### src/rtl/register_arbiter_pkg.sv
// rtl/register_arbiter_pkg.sv - shared types and constants for the register-file arbiter
package register_arbiter_pkg;

    function automatic int idx_width(input int n);
        return (n > 1) ? $clog2(n) : 1;
    endfunction

    localparam int NREQ_MAX     = 8;
    localparam int TAG_IW       = idx_width(NREQ_MAX);
    localparam int READ_LATENCY = 1;
    // One stage covers the issue register, the rest cover the register-file read latency.
    localparam int TAG_STAGES   = READ_LATENCY + 1;

    typedef struct packed {
        logic              valid;
        logic              write;
        logic [TAG_IW-1:0] id;
    } tag_t;

endpackage

### src/rtl/register_arbiter_rr_arbiter.sv
// rtl/register_arbiter_rr_arbiter.sv - combinational round-robin grant from an external pointer
module rr_arbiter
    import register_arbiter_pkg::*;
#(
    parameter int NREQ = 4,
    localparam int IW = idx_width(NREQ)
) (
    input  logic [NREQ-1:0] req,
    input  logic [IW-1:0]   ptr,
    output logic [NREQ-1:0] grant,
    output logic [IW-1:0]   idx
);

    logic found;

    // First pass searches ptr..NREQ-1, second pass wraps to 0..ptr-1.
    always_comb begin
        grant = '0;
        idx   = '0;
        found = 1'b0;
        for (int j = 0; j < NREQ; j++) begin
            if (!found && req[j] && (IW'(j) >= ptr)) begin
                found    = 1'b1;
                grant[j] = 1'b1;
                idx      = IW'(j);
            end
        end
        for (int j = 0; j < NREQ; j++) begin
            if (!found && req[j] && (IW'(j) < ptr)) begin
                found    = 1'b1;
                grant[j] = 1'b1;
                idx      = IW'(j);
            end
        end
    end

endmodule

### src/rtl/register_arbiter.sv
// rtl/register_arbiter.sv - round-robin sharing of a single-ported register file among requesters
module register_arbiter
    import register_arbiter_pkg::*;
#(
    parameter int WIDTH = 16,
    parameter int DEPTH = 32,
    parameter int NREQ  = 4,
    localparam int AW = $clog2(DEPTH),
    localparam int IW = idx_width(NREQ)
) (
    input  logic                  clk,
    input  logic                  reset,
    input  logic [NREQ-1:0]       req_valid,
    output logic [NREQ-1:0]       req_ready,
    input  logic [NREQ-1:0]       req_write,
    input  logic [NREQ*AW-1:0]    req_addr,
    input  logic [NREQ*WIDTH-1:0] req_wdata,
    output logic [NREQ-1:0]       rsp_valid,
    output logic [WIDTH-1:0]      rsp_rdata,
    output logic                  m_w_en,
    output logic                  m_r_en,
    output logic [AW-1:0]         m_addr,
    output logic [WIDTH-1:0]      m_wdata,
    input  logic [WIDTH-1:0]      m_r_value,
    input  logic                  m_r_valid
);

    logic [NREQ-1:0]  grant;
    logic [IW-1:0]    gidx;
    logic [IW-1:0]    ptr;
    logic             accept;
    logic             sel_write;
    logic [AW-1:0]    sel_addr;
    logic [WIDTH-1:0] sel_wdata;
    tag_t             tag_q [TAG_STAGES];
    tag_t             rsp_tag;
    logic             rsp_fire;
    logic             proto_err;

    rr_arbiter #(.NREQ(NREQ)) u_rr (
        .req   (req_valid),
        .ptr   (ptr),
        .grant (grant),
        .idx   (gidx)
    );

    assign req_ready = reset ? '0 : grant;
    assign accept    = |req_ready;

    always_comb begin
        sel_write = 1'b0;
        sel_addr  = '0;
        sel_wdata = '0;
        for (int i = 0; i < NREQ; i++) begin
            if (gidx == IW'(i)) begin
                sel_write = req_write[i];
                sel_addr  = req_addr[i*AW +: AW];
                sel_wdata = req_wdata[i*WIDTH +: WIDTH];
            end
        end
    end

    always_ff @(posedge clk) begin
        if (reset) begin
            ptr <= '0;
        end else if (accept) begin
            ptr <= (gidx == IW'(NREQ - 1)) ? '0 : gidx + IW'(1);
        end
    end

    // Address/data hold their last value when idle; write data only moves on writes.
    always_ff @(posedge clk) begin
        if (reset) begin
            m_w_en  <= 1'b0;
            m_r_en  <= 1'b0;
            m_addr  <= '0;
            m_wdata <= '0;
        end else begin
            m_w_en <= accept & sel_write;
            m_r_en <= accept & ~sel_write;
            if (accept) begin
                m_addr <= sel_addr;
                if (sel_write) begin
                    m_wdata <= sel_wdata;
                end
            end
        end
    end

    always_ff @(posedge clk) begin
        if (reset) begin
            for (int s = 0; s < TAG_STAGES; s++) begin
                tag_q[s] <= '0;
            end
        end else begin
            tag_q[0] <= '{valid: accept, write: sel_write, id: TAG_IW'(gidx)};
            for (int s = 1; s < TAG_STAGES; s++) begin
                tag_q[s] <= tag_q[s-1];
            end
        end
    end

    assign rsp_tag  = tag_q[TAG_STAGES-1];
    assign rsp_fire = rsp_tag.valid & (rsp_tag.write | m_r_valid) & ~reset;

    always_comb begin
        rsp_valid = '0;
        for (int i = 0; i < NREQ; i++) begin
            if (rsp_fire && (rsp_tag.id == TAG_IW'(i))) begin
                rsp_valid[i] = 1'b1;
            end
        end
    end

    assign rsp_rdata = (rsp_fire & ~rsp_tag.write) ? m_r_value : '0;

    // A read tag arriving without the read strobe means the register file broke its latency contract.
    always_ff @(posedge clk) begin
        if (reset) begin
            proto_err <= 1'b0;
        end else if (rsp_tag.valid && !rsp_tag.write && !m_r_valid) begin
            proto_err <= 1'b1;
        end else begin
            proto_err <= proto_err;
        end
    end

endmodule

### config.mk
export PLATFORM = sky130hd
export DESIGN_NAME = register_arbiter
export DESIGN_NICKNAME = d
export VERILOG_FILES = /design/src/rtl/register_arbiter_pkg.sv /design/src/rtl/register_arbiter_rr_arbiter.sv /design/src/rtl/register_arbiter.sv
export SDC_FILE = /design/constraint.sdc
export NUM_CORES = 1
export LEC_CHECK = 0
export ABC_AREA = 1
export CORE_AREA = 3 3 80 101
export CTS_CLUSTER_DIAMETER = 200
export CTS_CLUSTER_SIZE = 28
export DETAILED_ROUTE_END_ITERATION = 10
export DIE_AREA = 0 0 83 104
export PLACE_DENSITY = 0.8
export SLEW_MARGIN = 5
export SYNTH_ARGS = -nofsm -noshare
export SYNTH_HDL_FRONTEND = slang
export SYNTH_SLANG_ARGS = --single-unit
### constraint.sdc
create_clock -name clk -period 2.2 [get_ports clk]
set_clock_uncertainty 0.15 [all_clocks]
set_input_delay 0.22 -clock clk [delete_from_list [all_inputs] [get_ports clk]]
set_output_delay 0.22 -clock clk [all_outputs]
set_load 0.005 [all_outputs]
Word-level counts from Yosys, hierarchy flattened
Memories as Yosys holds them, arrays and structs flattened. Cells that the tools add are included.

Register bits: 25. Memory bits (writable): 10. Bits of input ports: 111. Output and inout port bits: 47. Memories kept: 1.

Add/subtract/negate cells: 1. Magnitude comparators: 8. Equal/unequal tests: 6. Mux-type cells: 45. Bitwise logic cells: 11. Reduce and logical (&&, ||, !) cells: 30.

Memory list: tag_q (words 2, bits a word 5, read ports 2, clocked after Yosys merged registers in 0, wr ports 2, line register_arbiter.sv:35) `tag_t tag_q [TAG_STAGES];`.

Operators with widths (count): $mux 16 (5); $mux 5 (6); $mux 1 (26); $logic_and 1x1->1 (19); $mux 2 (7); $logic_not 1->1 (7); $eq 3x2->1 const B (2); $and 1x1->1 (5); $eq 2x2->1 const B (2); $ge 1x2->1 const A (2); $ge 2x2->1 const A (2); $lt 1x2->1 const A (2); $lt 2x2->1 const A (2); $mux 4 (1); $reduce_or 4->1 (1); $eq 3x1->1 const B (1); $logic_not 3->1 (1); $not 1->1 (3); $or 1x1->1 (3); $add 2x1->2 const B (1); $eq 2x1->1 const B (1); $logic_not 2->1 (1); $reduce_and 2->1 (1).

Longest topological paths before layout
Depth in word-level cells: 38. Mapped depth: 20. Depth with buffers taken out: 18.

By module
From an unflattened synthesis, not the netlist that was laid out.

Cells, all modules: 393. Area, all modules: 2294.7 sq um.

By module, submodules not included: register_arbiter (times used 1, cells each 366, area each 2179.6 sq um, sequential area each 660.6 sq um); rr_arbiter (times used 1, cells each 27, area each 115.1 sq um, sequential area each 0.0 sq um).

Worst setup path after synthesis
No wires, ideal clock.

Path type: register to register. From: register ptr[1]. To: register m_wdata[10]. Library setup time: 0.113 ns. Arrival: 2.166 ns. Slack: -0.229 ns. Cell stages (with the launch flop): 20. Buffers on the path: 2. Clock period less this slack: 2.429 ns. Cell sequence: dfxtp_1 -> nand2_1 -> nand2_2 -> nand2_2 -> nor2_4 -> nand3_1 -> nand2_1 -> inv_1 -> nand2_1 -> inv_1 -> ha_1 -> inv_1 -> nand2_1 -> nand2_1 -> o21a_1 -> buf_2 -> clkbuf_1 -> nand3_1 -> nand2_1 -> nor2_1.

Word-level cells in the longest chain between the ends: 37. Elaborated cells on any way between the ends: 66. Classes of those cells: order compare (8); eq/ne (3); mux (30); reduce/logical (25).

Ends and longest elaborated chain: start, declared (line register_arbiter.sv:30) `logic [IW-1:0] ptr;`; start signal, assigned (line register_arbiter.sv:67) `ptr <= (gidx == IW'(NREQ - 1)) ? '0 : gidx + IW'(1);`; $ge 1x2->1 (line register_arbiter_rr_arbiter.sv:22) `if (!found && req[j] && (IW'(j) >= ptr)) begin`; $logic_and 1x1->1 (line register_arbiter_rr_arbiter.sv:22); $mux 1 (line register_arbiter_rr_arbiter.sv:22); $logic_not 1->1 (line register_arbiter_rr_arbiter.sv:22); $logic_and 1x1->1 (2 in a row) (line register_arbiter_rr_arbiter.sv:22); $mux 1 (line register_arbiter_rr_arbiter.sv:22); $logic_not 1->1 (line register_arbiter_rr_arbiter.sv:22); $logic_and 1x1->1 (2 in a row) (line register_arbiter_rr_arbiter.sv:22); [16 not listed]; $mux 1 (line register_arbiter_rr_arbiter.sv:29) `if (!found && req[j] && (IW'(j) < ptr)) begin`; $logic_not 1->1 (line register_arbiter_rr_arbiter.sv:29); $logic_and 1x1->1 (2 in a row) (line register_arbiter_rr_arbiter.sv:29); $mux 2 (*) (line register_arbiter_rr_arbiter.sv:29); net gidx[0] (line register_arbiter.sv:29) `logic [IW-1:0] gidx;`; $logic_not 2->1 (line register_arbiter.sv:55) `if (gidx == IW'(i)) begin`; $mux 1 (4 in a row) (line register_arbiter.sv:55); $reduce_and 2->1 (no source line); end signal, assigned (line register_arbiter.sv:84) `m_wdata <= sel_wdata;`; end, declared (line register_arbiter.sv:23) `output logic [WIDTH-1:0] m_wdata,`.

The timed path passes the listed nets; every way through them passes the cells marked *. A chain may end at the register's enable or synchronous reset.

Worst setup path after layout
From: register ptr[1]. To: register m_wdata[1].

Same word-level chain as after synthesis.

==> out/metrics.csv <==
stage;metric;value;unit
clock_tree;numCtsBuffers;5;
detailed_routing;drc;0;
clock_tree;tritoncts;done;
status;status;finished with violations;
worst_setup_path;critPathMaxFanout;5;
global_route;grt_first_pass_wirelength;14800;um
sta;rsz0062_at_grt;true;
worst_setup_path;rrSetupSlack;-0.24;ns
detailed_routing;final_antenna_net_count;0;
synth;synth-seq-cells;33;
power_and_ir_drop;power;3.94;mW
worst_setup_path;end_kind;register;
worst_setup_path;critPathKind;register to register;
clock_tree;clkLatencyLatePin;0.28;ns
clock_tree;htreeDepth;2;
sta;tightest_slew;0.300;ns
floorplanning;die_h;104;um
clock_tree;clock-sinks;33;
floorplanning;die_w;83;um
power_and_ir_drop;power_density;832;nW/um^2
power_and_ir_drop;power_frac_clock;14.7;%
min_path;hp-class;primary input to register;
synth;yosys_warnings;0;
status;violations;setup timing;
sta;setup_ws;-0.244;ns
final_layout;fillers;619;
global_route;grtUsageTotal;20.7;%
worst_setup_path;crit_path_start_kind;register;
synth;syn-num-nets;502;
floorplanning;num_io_pins;158;
global_route;antenna_found_initial;0;
synth;synth.distinct_cells;26;
worst_setup_path;worstPathRequired;2.22;ns
power_and_ir_drop;leakage;2.24;nW
power_and_ir_drop;p_int;2.42;mW
final_layout;layout.nets;679;
synth;syn-cell-area;2350;um^2
final_layout;multiInputGateArea;1610;um^2
final_layout;n_antenna_cell;0;
flow_run;maxCapViolations;0;
floorplanning;start_util;32.3;%
final_layout;regArea;668;um^2
detailed_routing;vias;3211;
global_route;grt_max_degree;34;
clock_tree;clkTransAtPathRegs;0.07;ns
sta;finalMaxSlewViolations;0;
sta;min_period_over_period;111;%
sta;hold_violations;0;
sta;fmax;409;MHz
detailed_routing;vias_per_cell;4.89;
detailed_routing;wire_per_inst;14.7;um
synth;syn_inst;387;
sta;setup_viol;26;
placement;dp_slack;-0.484;ns
power_and_ir_drop;p_comb_share;63.4;%
worst_setup_path;arrival;2.46;ns
synth;syn_area_per_cell;6.06;um^2
sta;finalCriticalPeriod;2.44;ns
placement;place_hpwl;6900;um
final_layout;syn2layout_area_growth;102;%
clock_tree;root_buffer;clkbuf_8;
global_route;grt_pass1_vias;3193;
power_and_ir_drop;ir_drop;0.000472;V
clock_tree;cts_max_path_buffers;2;
floorplanning;row_count;35;
placement;gp_congestion;0.867;
global_route;overflow;0;
detailed_routing;drt-pass1-iter-count;4;
power_and_ir_drop;p_sw_share;38.7;%
floorplanning;core;7270;um^2
detailed_routing;wl;9670;um
detailed_routing;dr.first_iter.drc_count;212;
placement;numPortBuffers;157;
power_and_ir_drop;p_sw;1.52;mW
synth;synth_seq_area_share;28.2;%
floorplanning;die-area;8630;um^2
sta;relSlewSlack;80.0;%
power_and_ir_drop;pwr-share-seq;21.9;%
final_layout;layout-drive-gt1-share;22.3;%
-- repair_timing --
action                                  4_1_cts  5_1_grt
pin swaps                                     6       20
hold buffers                                  0        0
buffers inserted                             10        3
cloned                                        4        2
resized for setup                            41       51
endpoints found under the setup margin       44       37
-- layer usage --
metal	up-vias	wire length [um]	track usage, %
li1	1592	-	-
met2	165	5310	39.1
met4	0	243	8.53
met5	-	0	0
met1	1432	3520	22.5
met3	22	607	3.09
-- power groups by stage --
| stage | sequential [mW] | clock (mW) | combinational, mW |
|---|---|---|---|
| floorplan | 0.848 | 0 | 1.16 |
| global placement | 0.848 | 0 | 1.87 |
| detailed placement | 0.854 | 0 | 1.90 |
| CTS | 0.851 | 0.593 | 2.25 |
| global route | 0.876 | 0.618 | 2.72 |
| finish | 0.861 | 0.580 | 2.50 |
-- state kept, by name (all words and copies together), names as in the netlist --
signal   count
m_addr       5
m_r_en       1
m_w_en       1
m_wdata     16
ptr          2
tag_q        8
-- critical path: stages, from the launching register on --
cell	delay, ns
dfxtp_4	0.41
nand2_4	0.08
nand2_4	0.08
nand2_4	0.05
nor2_4	0.14
nand3_2	0.09
nand2_2	0.09
inv_2	0.05
nand2_4	0.08
inv_4	0.06
ha_4	0.17
a21oi_1	0.16
nand2_2	0.08
o21a_4	0.13
buf_12	0.14
clkbuf_16	0.15
a21oi_2	0.14
nor2_1	0.07
-- stage by stage --
stage | util [%] | cells | hold WS [ns] | cell area (um^2) | setup TNS (ns)
2_1_floorplan | - | 387 | 0.238 | 2400 | 0
4_1_cts | 62.0 | 652 | 0.257 | 4500 | -3.18
3_3_place_gp | 56.8 | 630 | 0.245 | 4130 | -10.19
6_report | 65.1 | 657 | 0.177 | 4730 | -4.26
3_5_place_dp | 56.8 | 630 | 0.248 | 4130 | -13.25
5_1_grt | 65.1 | 657 | 0.208 | 4730 | -7.70
-- path summary, 6_finish.rpt --
check              startpoint           to  cells after the start
setup reg to reg       ptr[1]   m_wdata[1]                     17
setup / recovery       ptr[1]   m_wdata[1]                     17
hold reg to reg   tag_q[0][3]  tag_q[0][8]                      2
hold / removal          reset  tag_q[0][3]                      3
-- layout by cell type (no fill, tap or decap), drive strengths merged --
cell,netlist,routed
clkdlybuf4s50,0,142
nand2,90,90
nor2,55,55
o21ai,47,47
nand3,42,42
inv,42,41
a21oi,39,39
buf,12,38
dfxtp,33,33
clkbuf,16,9
dlygate4sd2,0,8
dlymetal6s2s,0,7
nor3,4,4
ha,4,4
or2,1,2
o211a,1,1
o21a,1,1
clkinv,0,1
bufinv,0,1
-- cell families (layout without fill, tap and decap cells) --
family / Yosys count / in the layout / synth area share (%)
AND/OR/NAND/NOR: 192 / 193 / 35.5
AO/OA/AOI/OAI: 88 / 88 / 21.2
buffers and inverters: 70 / 247 / 13.0
flip-flops: 33 / 33 / 28.2
adder cells (fa/ha/maj): 4 / 4 / 2.13
-- cells in the mapped netlist (all sizes together) --
cell    count  share of area, %
clkbuf     16               2.6
or2         1              0.27
o211a       1              0.43
dfxtp      33                28
nand3      42               9.4
nand2      90                15
o21a        1              0.32
nor3        4              0.85
buf        12               3.7
ha          4               2.1
inv        42               6.7
a21oi      39                10
o21ai      47                10
nor2       55               9.5
-- final cells by class --
| cell class | count | share of cell area (%) |
|---|---|---|
| Tap cell | 92 | 2.43 |
| Timing Repair Buffer | 197 | 43.3 |
| Multi-Input combinational cell | 285 | 34.0 |
| Clock buffer | 7 | 1.83 |
| Clock inverter | 1 | 0.635 |
| Inverter | 42 | 3.70 |
| Sequential cell | 33 | 14.1 |
(Power assumes the default switching activity.)
